## src/rtl/tdo_mux_chain_if.sv

```systemverilog
// TDO mux bus: TAP/IR side signals in, registered pin-driver signals out.
interface tdo_mux_chain_if #(
  parameter int IR_W   = 4,
  parameter int NUM_CH = 8,
  parameter int CNT_W  = 8,
  parameter int CH_W   = (NUM_CH > 1) ? $clog2(NUM_CH) : 1
);
  logic [3:0]            tap_state;
  logic [IR_W-1:0]       ir;
  logic                  ir_tdo;
  logic [NUM_CH-1:0]     ch_tdo;
  logic [NUM_CH*IR_W-1:0]  ch_opcode;
  logic [NUM_CH*CNT_W-1:0] ch_len;
  logic [NUM_CH-1:0]     ch_secure;
  logic                  sec_unlock;
  logic                  tdo;
  logic                  tdo_en;
  logic                  sel_valid;
  logic [CH_W-1:0]       sel_ch;
  logic                  overrun;
  logic                  sec_viol;

  modport master (
    output tap_state, ir, ir_tdo, ch_tdo, ch_opcode, ch_len, ch_secure, sec_unlock,
    input  tdo, tdo_en, sel_valid, sel_ch, overrun, sec_viol
  );

  modport slave (
    input  tap_state, ir, ir_tdo, ch_tdo, ch_opcode, ch_len, ch_secure, sec_unlock,
    output tdo, tdo_en, sel_valid, sel_ch, overrun, sec_viol
  );
endinterface

```

## src/rtl/tdo_mux_chain.sv

```systemverilog
// Registered TDO output stage: IR bit or opcode-selected DR channel, with shift-length limit.
// Optional secure-channel blocking when TDO_SEC_LOCK_EN is defined.
//
// state   | meaning
// --------+---------------------------------------------
// ST_IDLE | previous sampled TAP state was not a shift
// ST_IR   | previous sampled TAP state was Shift-IR
// ST_DR   | previous sampled TAP state was Shift-DR
module tdo_mux_chain #(
  parameter int          IR_W     = 4,
  parameter int          NUM_CH   = 8,
  parameter int          CNT_W    = 8,
  parameter int          CH_W     = (NUM_CH > 1) ? $clog2(NUM_CH) : 1,
  parameter logic [3:0]  SHIFT_IR = 4'b1010,
  parameter logic [3:0]  SHIFT_DR = 4'b0010
) (
  input  logic            tck,
  input  logic            rst,
  tdo_mux_chain_if.slave  bus
);
  typedef enum logic [1:0] {ST_IDLE, ST_IR, ST_DR} state_t;

  state_t           state, state_n;
  logic             tdo_q, tdo_n;
  logic             en_q, en_n;
  logic             sv_q, sv_n;
  logic [CH_W-1:0]  sc_q, sc_n;
  logic             ov_q, ov_n;
  logic [CNT_W-1:0] cnt_q, cnt_n;
  logic             blk_q, blk_n;
  logic             viol_n;

  logic             dec_hit;
  logic [CH_W-1:0]  dec_ch;
  logic             entry;
  logic [CH_W-1:0]  cur_ch;
  logic             cur_valid;
  logic             cur_blk;
  logic [CNT_W-1:0] cur_k;
  logic [CNT_W-1:0] cur_len;

  // Iterate downward so the lowest matching channel overwrites the others.
  always_comb begin
    dec_hit = 1'b0;
    dec_ch  = '0;
    for (int i = NUM_CH - 1; i >= 0; i--) begin
      if (bus.ir == bus.ch_opcode[i*IR_W +: IR_W]) begin
        dec_hit = 1'b1;
        dec_ch  = CH_W'(i);
      end
    end
  end

  assign entry     = (bus.tap_state == SHIFT_DR) && (state != ST_DR);
  assign cur_ch    = entry ? dec_ch  : sc_q;
  assign cur_valid = entry ? dec_hit : sv_q;
  assign cur_k     = entry ? '0 : cnt_q;
  assign cur_len   = bus.ch_len[cur_ch*CNT_W +: CNT_W];

`ifdef TDO_SEC_LOCK_EN
  logic viol_q;
  assign cur_blk      = entry ? (dec_hit && bus.ch_secure[dec_ch] && !bus.sec_unlock) : blk_q;
  assign bus.sec_viol = viol_q;
  always_ff @(posedge tck) begin
    if (rst) viol_q <= 1'b0;
    else     viol_q <= viol_n;
  end
`else
  logic unused_sec;
  assign unused_sec   = ^{bus.ch_secure, bus.sec_unlock, viol_n};
  assign cur_blk      = 1'b0;
  assign bus.sec_viol = 1'b0;
`endif

  always_comb begin
    state_n = ST_IDLE;
    tdo_n   = 1'b0;
    en_n    = 1'b0;
    sv_n    = 1'b0;
    sc_n    = sc_q;
    ov_n    = ov_q;
    cnt_n   = '0;
    blk_n   = blk_q;
    viol_n  = 1'b0;
    if (bus.tap_state == SHIFT_DR) begin
      state_n = ST_DR;
      en_n    = 1'b1;
      sv_n    = cur_valid;
      sc_n    = cur_ch;
      blk_n   = cur_blk;
      viol_n  = entry && cur_blk;
      if (cur_valid && !cur_blk && ((cur_len == '0) || (cur_k < cur_len)))
        tdo_n = bus.ch_tdo[cur_ch];
      cnt_n = (cur_k == '1) ? cur_k : cur_k + 1'b1;
      if (entry)
        ov_n = 1'b0;
      if (cur_valid && (cur_len != '0) && (cur_k == cur_len))
        ov_n = 1'b1;
    end else if (bus.tap_state == SHIFT_IR) begin
      state_n = ST_IR;
      tdo_n   = bus.ir_tdo;
      en_n    = 1'b1;
    end
  end

  always_ff @(posedge tck) begin
    if (rst) begin
      state <= ST_IDLE;
      tdo_q <= 1'b0;
      en_q  <= 1'b0;
      sv_q  <= 1'b0;
      sc_q  <= '0;
      ov_q  <= 1'b0;
      cnt_q <= '0;
      blk_q <= 1'b0;
    end else begin
      state <= state_n;
      tdo_q <= tdo_n;
      en_q  <= en_n;
      sv_q  <= sv_n;
      sc_q  <= sc_n;
      ov_q  <= ov_n;
      cnt_q <= cnt_n;
      blk_q <= blk_n;
    end
  end

  assign bus.tdo       = tdo_q;
  assign bus.tdo_en    = en_q;
  assign bus.sel_valid = sv_q;
  assign bus.sel_ch    = sc_q;
  assign bus.overrun   = ov_q;
endmodule

```

## src/flat_wrapper.sv

```systemverilog
// flat-port wrapper written by rule: the top's interface ports become plain ports
module tdo_mux_chain_flat 
#(
  parameter int          IR_W     = 4,
  parameter int          NUM_CH   = 8,
  parameter int          CNT_W    = 8,
  parameter int          CH_W     = (NUM_CH > 1) ? $clog2(NUM_CH) : 1,
  parameter logic [3:0]  SHIFT_IR = 4'b1010,
  parameter logic [3:0]  SHIFT_DR = 4'b0010
)
  (tck, rst, bus_tap_state, bus_ir, bus_ir_tdo, bus_ch_tdo, bus_ch_opcode, bus_ch_len, bus_ch_secure, bus_sec_unlock, bus_tdo, bus_tdo_en, bus_sel_valid, bus_sel_ch, bus_overrun, bus_sec_viol);
  tdo_mux_chain_if #(.IR_W(IR_W), .NUM_CH(NUM_CH), .CNT_W(CNT_W), .CH_W(CH_W)) bus_i ();
  input  logic tck;
  input  logic rst;
  input wire logic [$bits(bus_i.tap_state)-1:0] bus_tap_state;
  input wire logic [$bits(bus_i.ir)-1:0] bus_ir;
  input wire logic [$bits(bus_i.ir_tdo)-1:0] bus_ir_tdo;
  input wire logic [$bits(bus_i.ch_tdo)-1:0] bus_ch_tdo;
  input wire logic [$bits(bus_i.ch_opcode)-1:0] bus_ch_opcode;
  input wire logic [$bits(bus_i.ch_len)-1:0] bus_ch_len;
  input wire logic [$bits(bus_i.ch_secure)-1:0] bus_ch_secure;
  input wire logic [$bits(bus_i.sec_unlock)-1:0] bus_sec_unlock;
  output wire logic [$bits(bus_i.tdo)-1:0] bus_tdo;
  output wire logic [$bits(bus_i.tdo_en)-1:0] bus_tdo_en;
  output wire logic [$bits(bus_i.sel_valid)-1:0] bus_sel_valid;
  output wire logic [$bits(bus_i.sel_ch)-1:0] bus_sel_ch;
  output wire logic [$bits(bus_i.overrun)-1:0] bus_overrun;
  output wire logic [$bits(bus_i.sec_viol)-1:0] bus_sec_viol;
  assign bus_i.tap_state = bus_tap_state;
  assign bus_i.ir = bus_ir;
  assign bus_i.ir_tdo = bus_ir_tdo;
  assign bus_i.ch_tdo = bus_ch_tdo;
  assign bus_i.ch_opcode = bus_ch_opcode;
  assign bus_i.ch_len = bus_ch_len;
  assign bus_i.ch_secure = bus_ch_secure;
  assign bus_i.sec_unlock = bus_sec_unlock;
  assign bus_tdo = bus_i.tdo;
  assign bus_tdo_en = bus_i.tdo_en;
  assign bus_sel_valid = bus_i.sel_valid;
  assign bus_sel_ch = bus_i.sel_ch;
  assign bus_overrun = bus_i.overrun;
  assign bus_sec_viol = bus_i.sec_viol;
  tdo_mux_chain #(.IR_W(IR_W), .NUM_CH(NUM_CH), .CNT_W(CNT_W), .CH_W(CH_W), .SHIFT_IR(SHIFT_IR), .SHIFT_DR(SHIFT_DR)) u_core (.tck(tck), .rst(rst), .bus(bus_i));
endmodule
```

## config.mk

```make
export PLATFORM = sky130hd
export DESIGN_NAME = tdo_mux_chain_flat
export DESIGN_NICKNAME = d
export VERILOG_FILES = /design/src/rtl/tdo_mux_chain_if.sv /design/src/rtl/tdo_mux_chain.sv /design/src/flat_wrapper.sv
export SDC_FILE = /design/constraint.sdc
export NUM_CORES = 1
export LEC_CHECK = 0
export CORE_MARGIN = 2
export CORE_UTILIZATION = 23
export CTS_CLUSTER_DIAMETER = 120
export DETAILED_ROUTE_END_ITERATION = 16
export GPL_ROUTABILITY_DRIVEN = 0
export GPL_TIMING_DRIVEN = 1
export PLACE_DENSITY = 0.51
export SLEW_MARGIN = 0
export SYNTH_ARGS = -nofsm -noshare
export SYNTH_HDL_FRONTEND = slang
export SYNTH_SLANG_ARGS = --single-unit
```

## constraint.sdc

```tcl
create_clock -name tck -period 6.7 [get_ports tck]
set_input_delay 2.01 -clock tck [delete_from_list [all_inputs] [get_ports tck]]
set_output_delay 2.01 -clock tck [all_outputs]
set_load 0.05 [all_outputs]
```

==> results of run 1 <==
==> worst reg2reg max path: stages, from the launching register on <==
cell and delay (ns):
dfxtp_1 0.29, nor2b_1 0.14, or3_1 0.42, nor3_1 0.29
a32o_1 0.27, buf_12 0.20, mux2_2 0.36, nor2_1 0.09
a21oi_1 0.04, a21oi_1 0.17, ha_1 0.27, o21a_1 0.11
o21ai_0 0.14, nand2b_1 0.07, a21oi_1 0.14, nor2b_1 0.05
o21ai_0 0.14, nand2b_1 0.07, a21oi_1 0.18, o311a_1 0.17
==> cell usage in the layout, fill, tap and decap left out, types with 3 or more instances in the layout <==
cell	instances
clkdlybuf4s50_1	121
xor2_1	11
mux2_2	9
clkbuf_8	3
mux2i_1	38
ha_1	9
nand4_1	9
buf_4	8
nand3_1	8
o21ai_0	6
nor2b_1	6
nor3b_1	4
and2_1	8
a211oi_1	10
nor3_1	8
or3_1	3
a21oi_1	15
xnor2_1	25
dfxtp_1	17
nand2_1	14
inv_1	6
nor2_1	29
==> cell type report <==
class	count	area (um^2)	share of cell area
multi-input cells	240	1790	0.489
repair buffers	130	1290	0.353
flip-flops and latches	17	340	0.0931
well taps	133	166	0.0455
clock buffers	3	41.3	0.0113
inverters	6	22.5	0.00616
clock inverters	1	5.00	0.00137
==> cells by family (layout without fill, tap and decap cells) <==
logic type,Yosys count,in the layout,synth area share
AOI/OAI and AO/OA,44,44,0.130
xor gates and xnor gates,36,36,0.140
adders and majority gates,9,9,0.0502
buffers and inverters,27,140,0.0569
DFF,17,17,0.152
muxes,49,49,0.235
other,1,1,0.00167
and+or+nand+nor,101,101,0.234
==> routing by layer <==
| metal | up-vias | wire [um] | track usage |
|---|---|---|---|
| met5 | - | 0 | 0 |
| met4 | 0 | 34 | 0.0121 |
| met3 | 4 | 657 | 0.0298 |
| met2 | 89 | 3350 | 0.237 |
| met1 | 1061 | 3100 | 0.157 |
| li1 | 1248 | - | - |
==> cell usage after synthesis (2+ instances only) <==
| cell type | number | area [um^2] |
|---|---|---|
| nand2_1 | 14 | 52.6 |
| nor3_1 | 8 | 40.0 |
| nand2b_1 | 2 | 12.5 |
| mux2i_1 | 38 | 380 |
| nor2_1 | 29 | 109 |
| mux2_2 | 9 | 101 |
| o21ai_0 | 6 | 30.0 |
| a211oi_1 | 10 | 75.1 |
| inv_1 | 6 | 22.5 |
| and4_1 | 2 | 17.5 |
| o311a_1 | 2 | 20.0 |
| xor2_1 | 11 | 96.3 |
| xnor2_1 | 25 | 219 |
| nand4_1 | 9 | 56.3 |
| or3_1 | 3 | 18.8 |
| a21oi_1 | 15 | 75.1 |
| nand3_1 | 8 | 40.0 |
| nor3b_1 | 4 | 30.0 |
| mux4_2 | 2 | 45.0 |
| o22ai_1 | 2 | 12.5 |
| o31ai_1 | 2 | 15.0 |
| dfxtp_1 | 17 | 340 |
| nor2b_1 | 6 | 37.5 |
| clkbuf_1 | 6 | 22.5 |
| nor4_1 | 2 | 12.5 |
| and3_1 | 2 | 12.5 |
| buf_2 | 12 | 60.1 |
| ha_1 | 9 | 113 |
| and2_1 | 8 | 50.1 |
==> per-stage QoR <==
step | hold slack, ns | instances | setup WS [ns] | cell area, um^2 | power [mW]
after global placement | 0.489 | 526 | 0.373 | 3610 | 0.259
final | 0.494 | 530 | 0.716 | 3660 | 0.331
after global routing | 0.549 | 530 | 0.313 | 3660 | 0.353
after CTS | 0.506 | 530 | 0.642 | 3660 | 0.338
after floorplan | 0.496 | 284 | 0.847 | 2240 | 0.173
after detailed placement | 0.493 | 526 | 0.382 | 3610 | 0.260
==> state kept, by name (all words and copies together) (netlist names) <==
register and count:
u_core.bus.sel_ch 3, u_core.state 2, u_core.bus.overrun 1, u_core.cnt_q 8, u_core.bus.sel_valid 1, u_core.bus.tdo_en 1
u_core.bus.tdo 1
==> power breakdown <==
group          total, mW  internal (mW)  switching [mW]
Clock             0.0742         0.0411          0.0331
Sequential         0.102          0.102        0.000389
Combinational      0.154         0.0974          0.0570
==> worst max-delay path by stage <==
stage / startpoint / to / cells past startpoint
after floorplan: bus_tap_state[2] / u_core.bus.tdo / 23
after global placement: bus_tap_state[1] / u_core.bus.tdo / 20
after detailed placement: bus_tap_state[1] / u_core.bus.tdo / 20
after CTS: bus_tap_state[1] / u_core.bus.tdo / 20
after global routing: bus_tap_state[1] / u_core.bus.tdo / 20
final: bus_tap_state[1] / u_core.bus.tdo / 20
==> summary.txt, run 1 <==
Outcome -> finished, final reports clean
Overflow left after global routing -> 0
Hold path startpoint -> u_core.bus.overrun
Root Buffer -> clkbuf_8
Max IR drop VDD -> 0.0000544 V
Routed Wire Length -> 7150 um
# resized after CTS -> 0
Hold depth -> 2
Crit-path max FO -> 24
Sink Count -> 17
Max-slew violation count -> 0
Crit path DAT -> 6.17 ns
Mapped Cells -> 284
Seq/Total Area, Yosys -> 0.152
Buffer depth of the longest clock path -> 2
Worst hold path class -> reg -> reg
Synthesis Warnings -> 0
CP most frequent cell -> a21oi_1
Cts-stage hold buffer count -> 0
Worst path slowest cell -> or3_1
Worst-Margin Slew -> 0.634 ns
Input/output buffers -> 121
CTS H-tree lvls -> 1
Die Ht -> 103 um
Final Setup Violations -> 0
N_diodes -> 0
Via/cell ratio -> 4.53
Clk Latency, worst-skew pair -> 0.24 ns
Initial Utilization -> 0.233
PD cells -> 90.5 nW/um^2
Crit start category -> input port
Highest clock rate -> 0.167 GHz
Num CTS Buffers -> 3
Clk slew on worst S/H paths -> 0.06 ns
Io pins -> 132
Core area -> 9640 um^2
DR vias -> 2402
Clock skew -> 0.00101 ns
Max Cap Viol -> 0
DR DRC count -> 0
Async set-reset flop share out of synthesis -> 0
CTS tree -> yes
Slew HR -> 0.574
Fillers -> 1031
RSZ-0062 raised after global routing -> false
Pin count of the biggest net entering global routing -> 28
DRT iter0 DRCs -> 76
Seq cells post-synth -> 17
DRT antenna net count -> 0
DP HPWL -> 6120 um
Global Route Usage Sum -> 0.128
R2R depth -> 19
Initial antenna violation count -> 0
Final hold viol count -> 0
Kind of critical path -> in -> reg
Fin crit period -> 5.98 ns
DIE AREA -> 10600 um^2
FF-to-FF Start -> u_core.state[1]
TNS Setup -> 0 ns
Number of post-CTS setup repair buffers -> 0
Global-route wire length before repair -> 10900 um
Critical path, cell by cell -> clkdlybuf4s50_1 -> or3b_1 -> or3_1 -> nor3_1 -> a32o_1 -> buf_12 -> mux2_2 -> nor2_1 -> a21oi_1 -> a21oi_1 -> ha_1 -> o21a_1 -> o21ai_0 -> nand2b_1 -> a21oi_1 -> nor2b_1 -> o21ai_0 -> nand2b_1 -> a21oi_1 -> o311a_1
Layout cells sized above 1 -> 0.0655
Hold-critical path endpoint -> u_core.bus.overrun
Worst Setup End Kind -> flip-flop
Crit-path max cell delay -> 0.50 ns
Number of synthesized flops with an enable pin -> 0
Tcrit/Tclk final -> 0.893
Chip width -> 103 um
Worst reg-to-reg setup slack -> 3.04 ns
Drt wl/cell -> 13.5 um
Reg-to-reg endpoint -> u_core.bus.tdo
Required @ worst endpoint -> 6.89 ns
Synth Cell Area -> 2240 um^2
Number of global-route vias before repair -> 2367
Syn nets -> 417
Buffer and inverter count on the worst path -> 2
Library cells used by synthesis -> 44
Ys flop type -> dfxtp_1
CP top delay family -> simple AND/OR/NAND/NOR gates
Mean post-synth cell area -> 7.90 um^2
Detailed Routing Iterations Pass 1 -> 4
Leak -> 1.50 nW
Final #Nets -> 531
Area growth syn-to-layout -> 62.9%
Site row count -> 36
Utilization after layout -> 0.379
(Power assumes the default switching activity.)
==> inputs of run 2 (changes only) <==
- GPL_TIMING_DRIVEN: 1 -> default
==> results of run 2 <==
Same layout as run 1: the final DEF is identical, and so are final timing and power.
